<file path="src/rtl/cam_arbiter.sv">
// Two-requester round-robin front end for an external CAM: serialises lookups and
// inserts, allocates entries sequentially and reports hit/index/full per request.
module cam_arbiter #(
  parameter int NB_MEM = 16
) (
  input  logic       clk,
  input  logic       rst_n,
  input  logic [1:0] req_valid,
  input  logic [1:0] req_op,
  input  logic [7:0] req0_data,
  input  logic [7:0] req1_data,
  output logic [1:0] req_ready,
  output logic       rsp_valid,
  output logic       rsp_id,
  output logic       rsp_hit,
  output logic [3:0] rsp_idx,
  output logic       rsp_full,
  output logic       cam_enable,
  output logic       cam_write,
  output logic [4:0] cam_addr,
  output logic [7:0] cam_data,
  input  logic [4:0] cam_out,
  input  logic       cam_found
);

  typedef enum logic [2:0] {IDLE, LOOK, CHECK, WRITE, RESP} state_t;

  state_t     state_q, state_d;
  logic       grant_id_q, grant_id_d;
  logic       last_q, last_d;
  logic       op_q, op_d;
  logic [7:0] key_q, key_d;
  logic       hit_q, hit_d;
  logic [3:0] idx_q, idx_d;
  logic       full_q, full_d;
  logic [3:0] fill_ptr_q, fill_ptr_d;
  logic [4:0] fill_cnt_q, fill_cnt_d;

  logic       grant_sel;
  logic       unused_cam_bit;

  assign unused_cam_bit = cam_out[4];

  // When both request, the one not served last wins; last_q resets to 1 so requester 0 goes first.
  always_comb begin
    if (req_valid == 2'b11) grant_sel = ~last_q;
    else                    grant_sel = req_valid[1];
  end

  always_ff @(posedge clk or negedge rst_n) begin
    if (!rst_n) begin
      state_q    <= IDLE;
      grant_id_q <= 1'b0;
      last_q     <= 1'b1;
      op_q       <= 1'b0;
      key_q      <= 8'h00;
      hit_q      <= 1'b0;
      idx_q      <= 4'h0;
      full_q     <= 1'b0;
      fill_ptr_q <= 4'h0;
      fill_cnt_q <= 5'h00;
    end else begin
      state_q    <= state_d;
      grant_id_q <= grant_id_d;
      last_q     <= last_d;
      op_q       <= op_d;
      key_q      <= key_d;
      hit_q      <= hit_d;
      idx_q      <= idx_d;
      full_q     <= full_d;
      fill_ptr_q <= fill_ptr_d;
      fill_cnt_q <= fill_cnt_d;
    end
  end

  always_comb begin
    state_d    = state_q;
    grant_id_d = grant_id_q;
    last_d     = last_q;
    op_d       = op_q;
    key_d      = key_q;
    hit_d      = hit_q;
    idx_d      = idx_q;
    full_d     = full_q;
    fill_ptr_d = fill_ptr_q;
    fill_cnt_d = fill_cnt_q;
    req_ready  = 2'b00;
    rsp_valid  = 1'b0;
    rsp_id     = 1'b0;
    rsp_hit    = 1'b0;
    rsp_idx    = 4'h0;
    rsp_full   = 1'b0;
    cam_enable = 1'b0;
    cam_write  = 1'b0;
    cam_addr   = 5'h00;
    cam_data   = 8'h00;

    case (state_q)
      IDLE: begin
        if (|req_valid) begin
          // Gate with rst_n so the accept pulse is also forced low while reset is held.
          req_ready  = rst_n ? (grant_sel ? 2'b10 : 2'b01) : 2'b00;
          grant_id_d = grant_sel;
          last_d     = grant_sel;
          op_d       = req_op[grant_sel];
          key_d      = grant_sel ? req1_data : req0_data;
          state_d    = LOOK;
        end
      end
      LOOK: begin
        cam_enable = 1'b1;
        cam_data   = key_q;
        state_d    = CHECK;
      end
      CHECK: begin
        hit_d  = cam_found;
        idx_d  = cam_found ? cam_out[3:0] : 4'h0;
        full_d = 1'b0;
        if (!op_q || cam_found) begin
          state_d = RESP;
        end else if (fill_cnt_q == 5'(NB_MEM)) begin
          full_d  = 1'b1;
          state_d = RESP;
        end else begin
          state_d = WRITE;
        end
      end
      WRITE: begin
        cam_write  = 1'b1;
        cam_addr   = {1'b0, fill_ptr_q};
        cam_data   = key_q;
        idx_d      = fill_ptr_q;
        // Pointer parks on the last entry; the count alone decides fullness.
        fill_ptr_d = (fill_ptr_q == 4'(NB_MEM - 1)) ? fill_ptr_q : fill_ptr_q + 4'd1;
        fill_cnt_d = (fill_cnt_q == 5'(NB_MEM)) ? fill_cnt_q : fill_cnt_q + 5'd1;
        state_d    = RESP;
      end
      RESP: begin
        rsp_valid = 1'b1;
        rsp_id    = grant_id_q;
        rsp_hit   = hit_q;
        rsp_idx   = idx_q;
        rsp_full  = full_q;
        state_d   = IDLE;
      end
      default: state_d = IDLE;
    endcase
  end

endmodule

</file>
<file path="config.mk">
export PLATFORM = sky130hd
export DESIGN_NAME = cam_arbiter
export DESIGN_NICKNAME = d
export VERILOG_FILES = /design/src/rtl/cam_arbiter.sv
export SDC_FILE = /design/constraint.sdc
export NUM_CORES = 1
export LEC_CHECK = 0
export CAP_MARGIN = 20
export CELL_PAD_IN_SITES_DETAIL_PLACEMENT = 1
export CELL_PAD_IN_SITES_GLOBAL_PLACEMENT = 2
export CORE_MARGIN = 2
export CORE_UTILIZATION = 29
export DETAILED_ROUTE_END_ITERATION = 8
export PLACE_DENSITY_LB_ADDON = 0.1
export RECOVER_POWER = 25
export SLEW_MARGIN = 10
export SYNTH_ARGS = -nofsm -noshare
export SYNTH_HDL_FRONTEND = slang
export SYNTH_SLANG_ARGS = --single-unit
</file>
<file path="constraint.sdc">
create_clock -name clk -period 4.7 [get_ports clk]
set_input_delay 0.705 -clock clk [delete_from_list [all_inputs] [get_ports clk]]
set_output_delay 0.705 -clock clk [all_outputs]
set_load 0.005 [all_outputs]
</file>
After elaboration in Yosys (flattened, before gate mapping)
Cells that the tools add are included.
Storage, ports and cells
  input port bits: 28
  register bits: 29
  logic and storage cells: 58
  output and inout bits: 25
Operators by class
  reductions and logical operators: 9
  bitwise operators: 3
  equality and inequality tests: 8
  muxes and demuxes: 25
  $lt $le $gt $ge: 1
  $add $sub $neg: 2
Operators by type and width (number)
  $mux W8: 2
  $mux W4: 3
  $pmux W3 S4: 1
  $mux W1: 11
  $mux W3: 3
  $mux W2: 4
  $pmux W4 S2: 1
  $eq A3 B2 Y1 const B: 2
  $reduce_and A2 Y1: 3
  $add A5 B1 Y5 const B: 1
  $eq A5 B5 Y1 const B: 1
  $add A4 B1 Y4 const B: 1
  $eq A4 B4 Y1 const B: 1
  $reduce_or A2 Y1: 2
  $eq A3 B1 Y1 const B: 1
  $eq A3 B3 Y1 const B: 1
  $logic_not A3 Y1: 1
  $not A1 Y1: 3
  $eq A2 B2 Y1 const B: 1
  $lt A1 B2 Y1 const B: 1
  $ne A2 B2 Y1 const B: 1
  $reduce_bool A2 Y1: 1
  $logic_not A1 Y1: 1
  $logic_or A1 B1 Y1: 1

Logic depth before layout (Yosys ltp)
Gate-level depths: netlist of run 1.
  depth in word-level cells: 6
  gate-level depth with buffers: 5
  mapped depth without buffers: 5

Least setup slack after synthesis of run 1
Ideal clock, no wire load.
  kind: input -> output
  from: input port req_valid[1]
  to: output port req_ready[1]
  path buffers: 1
  required time: 3995 ps
  stages: 3
  slack: 2789 ps
  arrival time: 1206 ps
  cell sequence: a21bo_2 > clkbuf_1 > nor2_1
Between the ends
  cells in the longest elaborated chain, start to end: 6
  elaborated cells on any way between the ends: 7
Ends and longest elaborated chain
  from (decl): RTL line 8  | input logic [1:0] req_valid,
  $eq A2 B2 Y1: RTL line 46  | if (req_valid == 2'b11) grant_sel = ~last_q;
  $mux W1: RTL line 46
  $mux W2 (2 in series): RTL line 102  | req_ready = rst_n ? (grant_sel ? 2'b10 : 2'b01) : 2'b00;
  $mux W2 *: RTL line 100  | if (|req_valid) begin
  $mux W2 *: RTL line 98  | case (state_q)
  to (decl): RTL line 12  | output logic [1:0] req_ready,
Mark *: on every way between the ends. The rest lies on a longest branch, timed or not.

Worst setup path after layout of run 1
  from: input port req_valid[1]
  to: output port req_ready[0]
The elaborated chain is that of the path after synthesis.

==> out/qor.csv, run 1 <==
metric,value,unit
VDD IR max,185.2,uV
"area leader, netlist",dfrtp_1,
Final period util,67.55,%
Max Cap Viol,0,
Post-Syn Area,1525,um^2
worst-path fanout max,11,
I/O pin cnt,53,
"Min Clock Period, post-route",3175,ps
YS warnings,0,
register area share after synthesis,47.66,%
CTS root buf,clkbuf_8,
vias,1282,
final total power,1189,uW
hold_buf cts,0,
Hold Fails Final Rpt,0,
post-route insts no fill,266,
synthesis-stage register bit count,29,
largest net degree at the start of global routing,31,
top post-synthesis cells by area,"dfrtp_1, and2_1, a2bb2oi_1, o32ai_1, ha_1",
# DRC,0,
overflow left after global routing,0,
f_max,315.0,MHz
"leading cell types in the layout, fill and taps excluded","clkdlybuf4s50_1, dfrtp_1, and2_1",
CTS-repair resized insts,0,
clock-pin slew on the worst setup and hold paths,60,ps
setup_tns,0,ps
CP arrival,2470,ps
Mapped Cells,145,
worst min path class,register to register,
initial antenna violation count,0,
share of the synthesized area in the top cell type,45.94,%
core area,5107,um^2
startpoint types,input pin,
via density per instance,4.820,
drt total wl,4068,um
Initial DRC Count,34,
Total GRT Usage,15.08,%
"Setup violations, final",0,
GPL Wtd Cong,0.7318,
Die Span X,76.52,um
Max clock buf depth,2,
# diodes,0,
Final #Nets,226,
cell row count,26,
clock sink count,29,
first-pass GRT wire length,7093,um
Worst Tran Pin Value,843.7,ps
Die Ht,76.52,um
fin. max-slew vios,0,
"Setup Fix Bufs, Post-CTS",0,
initial core utilization,29.86,%
P per Cell Area,549.1,nW/um^2
RSZ-0062 raised after global routing,false,
Leak,0.0008594,uW
CP endpoint kind,output port,
post-route ant nets,0,
required time of the worst setup path,3990,ps
syn nets,176,
Synth-to-Final Area Change,42.00,%
Max transition margin,43.45,%
Avg Inst Size Synth,10.52,um^2
"most common cell after layout, fill and taps aside",clkdlybuf4s50_1,
WL/cell,15.29,um
critical path type,input pin to output port,
Port-buffer cells,50,
fraction of layout cells with a size suffix above 1,7.143,%
Die Area,5855,um^2
cts bufs inserted,5,
H-tree lvl count,2,
DP Wirelength,2981,um
status,"complete, no violations",
Fin Clk Skew,5.423,ps
DP Cell Count,258,
vias in the first global route,1389,
clk_lat worst skew,280,ps
Pre-antenna DRT Iters,2,
CTS tree,yes,
post-synth cell types,41,
[synth_stat cells, drive strengths merged]
cell type and instances:
xnor2 4, nor3b 1, mux2 5, o41ai 1, nor2b 5, nand2b 4
nand2 9, o21bai 1, a21bo 1, conb 1, and4bb 1, clkbuf 3
o22ai 1, dfrtp 28, and2b 1, o21a 1, ha 3, and2 19
a21oi 1, nor3 3, o21ai 5, or3 1, clkinv 1, and3b 1
nand3 1, a22o 1, a2bb2oi 9, a32o 1, a22oi 4, inv 4
nor2 4, o31a 1, dfstp 1, a31oi 1, nand4 3, o32ai 9
buf 5
[sequential cells by signal (all words and copies together), names as in the netlist]
signal,count
fill_cnt_q,5
fill_ptr_q,4
hit_q,1
full_q,1
state_q,3
last_q,1
op_q,1
idx_q,4
grant_id_q,1
key_q,8
[stage by stage]
step	worst slack (ps)	hold WS [ps]	cell area [um^2]	utilization (%)
after floorplan	2789	409.4	1525	-
after global placement	1579	459.7	2076	40.64
after detailed placement	1541	457.6	2076	40.64
after CTS	1474	471.4	2166	42.41
after global routing	1300	494.7	2166	42.41
final	1525	466.5	2166	42.41
[metal layers]
layer  share of wire [%]  track usage [%]
met1                  47            19.87
met2                  47            23.89
met3                 4.7            3.910
met4                 1.1            5.455
met5                   0                0
[power by group]
part	switching (uW)	total, uW	internal (uW)
Combinational	220	507	287
Clock	90.3	209	119
Sequential	109	473	364
[path summary, 6_finish.rpt]
path	from	end	slack, ps	cells after the start
worst max-delay path	req_valid[1]	req_ready[0]	1530	4
worst min-delay path	fill_cnt_q[4]	fill_cnt_q[4]	470	1
worst max register to register	state_q[0]	key_q[1]	2670	3
worst min register to register	fill_cnt_q[4]	fill_cnt_q[4]	470	1
max in group asynchronous	rst_n	last_q	3480	2
min in group asynchronous	rst_n	key_q[5]	900	2
[cell type report]
type,count,area [um^2]
clock buffer,8,90.09
multi-input combinational,103,734.5
timing repair buffer,51,508.0
fill,580,2942
tap,70,87.58
inverter,5,18.77
sequential,29,726.9
[cells by family after synthesis]
family / count (synthesis) / share of synthesized area (%)
AOI/OAI and AO/OA: 37 / 19.12
xor gates and xnor gates: 4 / 2.297
adders and majority gates: 3 / 2.461
buffers and inverters: 13 / 4.183
DFF: 29 / 47.66
muxes: 5 / 3.691
other: 1 / 0.2459
and+or+nand+nor: 53 / 20.34
[worst max-delay path: stages]
cell and delay [ps]:
clkdlybuf4s50_1 540, nor2b_1 650, nor3_1 90, clkdlybuf4s50_1 480
Power figures use the tool's default switching activity.
==> run 2: changes to the inputs <==
--- a/config.mk
+++ b/config.mk
@@ -9,7 +9,7 @@
 export CELL_PAD_IN_SITES_DETAIL_PLACEMENT = 1
 export CELL_PAD_IN_SITES_GLOBAL_PLACEMENT = 2
 export CORE_MARGIN = 2
-export CORE_UTILIZATION = 29
+export CORE_UTILIZATION = 24
 export DETAILED_ROUTE_END_ITERATION = 8
 export PLACE_DENSITY_LB_ADDON = 0.1
 export RECOVER_POWER = 25
==> constraint.sdc (replaced) <==
create_clock -name clk -period 2.92 [get_ports clk]
set_input_delay 0.438 -clock clk [delete_from_list [all_inputs] [get_ports clk]]
set_output_delay 0.438 -clock clk [all_outputs]
set_load 0.005 [all_outputs]
==> run 2 against run 1 <==
Worst setup slack got worse by 1200 ps. Combinational power increased by 67%. Flip-flop and latch count unchanged. Clock power increased by 50%. Non-clock buffer count increased by 4. The flow now finishes with violations (max-capacitance violations, max-slew violations). Critical path type is now register to output port. Die area increased by 20%. Power increased by 61%. Sequential power increased by 60%.
==> out/qor.csv, run 2 (synthesized netlist as in run 1, its figures left out) <==
metric,value,unit
status,"finished, violations left",
failing checks,"max-capacitance violations, max-slew violations",
"Min Clock Period, post-route",2550,ps
Max clock buf depth,2,
"leading cell types in the layout, fill and taps excluded","clkdlybuf4s50_1, dfrtp_1, and2_1",
startpoint types,register,
H-tree lvl count,2,
metal1 wirelength,1907,um
worst-path fanout max,15,
GPL Wtd Cong,0.7141,
Max Used Layer,met4,
R2R Path End,fill_cnt_q[1],
post-route ant nets,0,
Die Ht,83.72,um
met2 wire len,2072,um
I/O pin cnt,53,
Max Cap Viol,1,
cts bufs inserted,5,
fill count,724,
overflow left after global routing,0,
Worst Tran Pin Value,1623,ps
Switch Pwr,678.3,uW
Max transition margin,-8.221,%
CTS root buf,clkbuf_8,
Fin Clk Skew,4.305,ps
Biggest register,key_q,
Pint,1239,uW
Reg2Reg Depth,3,
via density per instance,4.762,
vias,1319,
VDD IR max,249.4,uV
first-pass GRT wire length,7210,um
final total power,1917,uW
worst min path class,register to register,
Hold Fails Final Rpt,0,
"Setup violations, final",0,
hold_buf cts,0,
RSZ-0062 raised after global routing,false,
top flop regs,"key_q (8), fill_cnt_q (5)",
critical path type,register to output port,
CTS-repair resized insts,0,
Port-buffer cells,50,
CP endpoint kind,output port,
flop-to-flop setup slack,1120,ps
vias in the first global route,1450,
largest net degree at the start of global routing,30,
required time of the worst setup path,2480,ps
DR WL met3,223,um
f_max,392.1,MHz
DP Wirelength,3202,um
worst path cell trace,"nor2b_1, and2_1, clkdlybuf4s50_1",
initial core utilization,24.44,%
drt total wl,4267,um
Initial DRC Count,37,
R2R Path Start,state_q[0],
CTS tree,yes,
clock-pin slew on the worst setup and hold paths,60,ps
Die Span X,83.72,um
# DRC,0,
P per Cell Area,875.2,nW/um^2
"Setup Fix Bufs, Post-CTS",0,
Final period util,87.34,%
clock sink count,29,
clk_lat worst skew,280,ps
Total GRT Usage,13.20,%
"Slowest-stage cell, CP",dfrtp_1,
WL/cell,15.40,um
CP arrival,2110,ps
setup_tns,0,ps
initial antenna violation count,0,
cell row count,29,
Synth-to-Final Area Change,43.64,%
Final #Nets,230,
Leak,0.0008699,uW
Largest register FFs,8,
clock share of power,16.3,%
Max stage delay on crit path,630,ps
worst setup path start,state_q[0],
Sequential Power Share,39.5,%
fin. max-slew vios,30,
# diodes,0,
logic gate share of total power,44.2,%
core area,6241,um^2
Worst setup endpoint,cam_data[2],
Pre-antenna DRT Iters,5,
Die Area,7009,um^2
"most common cell after layout, fill and taps aside",clkdlybuf4s50_1,
Net Sw Frac,35.37,%
fraction of layout cells with a size suffix above 1,8.000,%
run 2: how the worst min path moves through the flow:
stage / from / endpoint / slack (ps) / depth (start not counted)
after detailed placement: idx_q[2] / idx_q[2] / 470 / 2
after CTS: idx_q[2] / idx_q[2] / 480 / 2
after global routing: fill_cnt_q[4] / fill_cnt_q[4] / 490 / 1
after global placement: idx_q[1] / idx_q[1] / 460 / 2
final: idx_q[2] / idx_q[2] / 470 / 2
after floorplan: rst_n / fill_cnt_q[0] / 140 / 0
run 2: area by class of cell:
class	count	area, um^2	area share (%)
Multi-Input combinational cell	103	734.5	33.52
Sequential cell	29	726.9	33.18
Timing Repair Buffer	55	534.3	24.39
Tap cell	77	96.34	4.397
Clock buffer	8	80.08	3.655
Inverter	5	18.77	0.8567
run 2: stage by stage:
stage	utilization [%]	setup WS [ps]	instance area, um^2	hold slack [ps]	cells
after CTS	35.16	290.2	2195	479.9	277
after global placement	33.88	557.1	2115	463.1	269
after floorplan	-	1366	1525	142.4	145
final	35.10	369.7	2191	472.1	277
after detailed placement	33.88	507.1	2115	465.8	269
after global routing	35.10	178.9	2191	490.9	277
run 2: metal layers:
metal,GRT usage [%],vias to the layer above
met5,0,-
met3,4.154,6
met1,16.27,645
li1,-,634
met4,4.399,0
met2,21.89,34
run 2: power groups by stage:
stage | clock network, uW | logic (uW) | registers, uW
after floorplan | 0 | 540 | 698
after global placement | 0 | 837 | 757
after detailed placement | 0 | 866 | 769
after CTS | 328 | 871 | 763
after global routing | 349 | 953 | 794
final | 313 | 847 | 758
run 2: critical path: cells and delay by family (launching register included):
family / cells / cell delay [ps]
flip-flops: 1 / 630
AND/OR/NAND/NOR: 2 / 690
buffers and inverters: 1 / 510
==> run 3: changes to the inputs <==
--- a/config.mk
+++ b/config.mk
@@ -5,7 +5,7 @@
 export SDC_FILE = /design/constraint.sdc
 export NUM_CORES = 1
 export LEC_CHECK = 0
-export CAP_MARGIN = 20
+export CAP_MARGIN = 30
 export CELL_PAD_IN_SITES_DETAIL_PLACEMENT = 1
 export CELL_PAD_IN_SITES_GLOBAL_PLACEMENT = 2
 export CORE_MARGIN = 2
==> results of run 3 <==
Same layout as run 2: the final DEF is identical, and so are final timing and power.
==> variant (config.mk and constraints of run 2) <==
Re-encode `state_t` (5 states) as Gray code, 3 bits wide.
--- a/src/rtl/cam_arbiter.sv
+++ b/src/rtl/cam_arbiter.sv
@@ -25,3 +25,3 @@
 
-  typedef enum logic [2:0] {IDLE, LOOK, CHECK, WRITE, RESP} state_t;
+  typedef enum logic [2:0] {IDLE = 3'b000, LOOK = 3'b001, CHECK = 3'b011, WRITE = 3'b010, RESP = 3'b110} state_t;
 
Check against the original RTL: same outputs for any inputs over 10 cycles, from zero or initial values and one cycle with rst_n low; not proved beyond that.
==> variant against run 2 <==
The flow still finishes with violations (max-capacitance violations, max-slew violations); sequential cell count stayed put; clock power rose by 8.0%; routed wire length increased by 1.3%; utilization shrank 0.083 points; die area grew 1.1%; setup slack lost 72 ps; cell area is 0.34% higher; synthesized area increased by 1.1%; power is 15% higher; sequential power is 2% higher; highest routed layer unchanged.
==> variant: results (changes against run 2) <==
----------------------------------------------------
[Cells and area]
  Fraction of layout instances using a drive strength above 1 ... 14.36% (was 8.000%)
  Layout fillers ... 706 (was 724)
  Syn-to-layout area delta ... 42.50% (was 43.64%)

[Logic synthesis]
  Post-synth top cells ... 28 x sky130_fd_sc_hd__dfrtp_1, 20 x sky130_fd_sc_hd__and2_1, 9 x sky130_fd_sc_hd__o221a_2 (was 28 x sky130_fd_sc_hd__dfrtp_1, 19 x sky130_fd_sc_hd__and2_1, 9 x sky130_fd_sc_hd__a2bb2oi_1, 9 x sky130_fd_sc_hd__nand2_1, 9 x sky130_fd_sc_hd__o32ai_1)
  Post-synthesis area per instance ... 10.22 um2 (was 10.52 um2)

[Global route]
  Global Route met1 Usage ... 17.00% (was 16.27%)
  Global-route wire length before repair ... 7.341 mm (was 7.210 mm)
  Global Route met3 Usage ... 3.540% (was 4.154%)
  GRT Resource Usage Total ... 13.20% (about the same)
  Grt met2 use ... 21.50% (was 21.89%)

[Hold path]
  Min-delay src ... grant_id_q$_DFFE_PN0P_ (was idx_q[2]$_DFFE_PN0P_)

[Timing]
  Pins over their slew limit ... 30 (unchanged)
  Worst hold slack across all endpoints ... 464.3 ps (was 472.1 ps)
  Worst rel slew slack ... -10.44% (was -8.221%)

[Detailed routing]
  Detailed Routing Iterations Pass 1 ... 4 (was 5)
  Detailed Route WL ... 4.323 mm (was 4.267 mm)
  Vias after detailed routing ... 1,297 (was 1,319)
  Wire per inst ... 15.49 um (was 15.40 um)
  Met3 routed WL ... 193 um (was 223 um)

[Outcome]
  Failing checks ... max-capacitance violations, max-slew violations (unchanged)
  Outcome ... finished with violations (unchanged)

[Critical path]
  Worst Reg-to-Reg Cells ... 4 (was 3)
  Critical path fanouts, max ... 4 (was 15)
  Timing endpoint of the critical path ... req_ready[0] (was cam_data[2])
  Destination of the worst register-to-register timing path ... key_q[6]$_DFFE_PN0P_ (was fill_cnt_q[1]$_DFFE_PN0P_)

[Place]
  Setup Slack @ Placement ... 284.8 ps (was 507.1 ps)
  Total placed cells including tap cells ... 272 (was 269)

[Power]
  IR Drop Worst-Case VDD ... 0.3893 mV (was 0.2494 mV)

[Job]
  Count of maximum capacitance violations ... 1 (unchanged)

----------------------------------------------------
==> variant: cell type report <==
cell class | count | area share, %
Inverter | 4 | 0.6830
Tap cell | 77 | 4.382
Clock buffer | 7 | 3.927
Timing Repair Buffer | 56 | 24.64
Multi-Input combinational cell | 106 | 33.30
Sequential cell | 29 | 33.07
==> variant: critical path, stage by stage <==
cell and delay (ps):
sky130_fd_sc_hd__clkdlybuf4s50_1 530, sky130_fd_sc_hd__or4b_4 490, sky130_fd_sc_hd__nor3_1 200, sky130_fd_sc_hd__clkdlybuf4s50_1 530
==> variant: power by group <==
group,internal (uW),switching [uW]
Sequential,601,174
Clock,187,151
Combinational,638,449
Total,1430,775
==> variant: cells by family after synthesis <==
kind of cell / after synthesis / synth area share, %
other: 1 / 0.2431
buffers and inverters: 16 / 5.434
adder cells (fa/ha/maj): 3 / 2.433
flip-flops: 29 / 47.12
AO/OA/AOI/OAI: 28 / 14.52
AND/OR/NAND/NOR: 67 / 25.95
multiplexers: 2 / 1.460
XOR/XNOR: 5 / 2.838
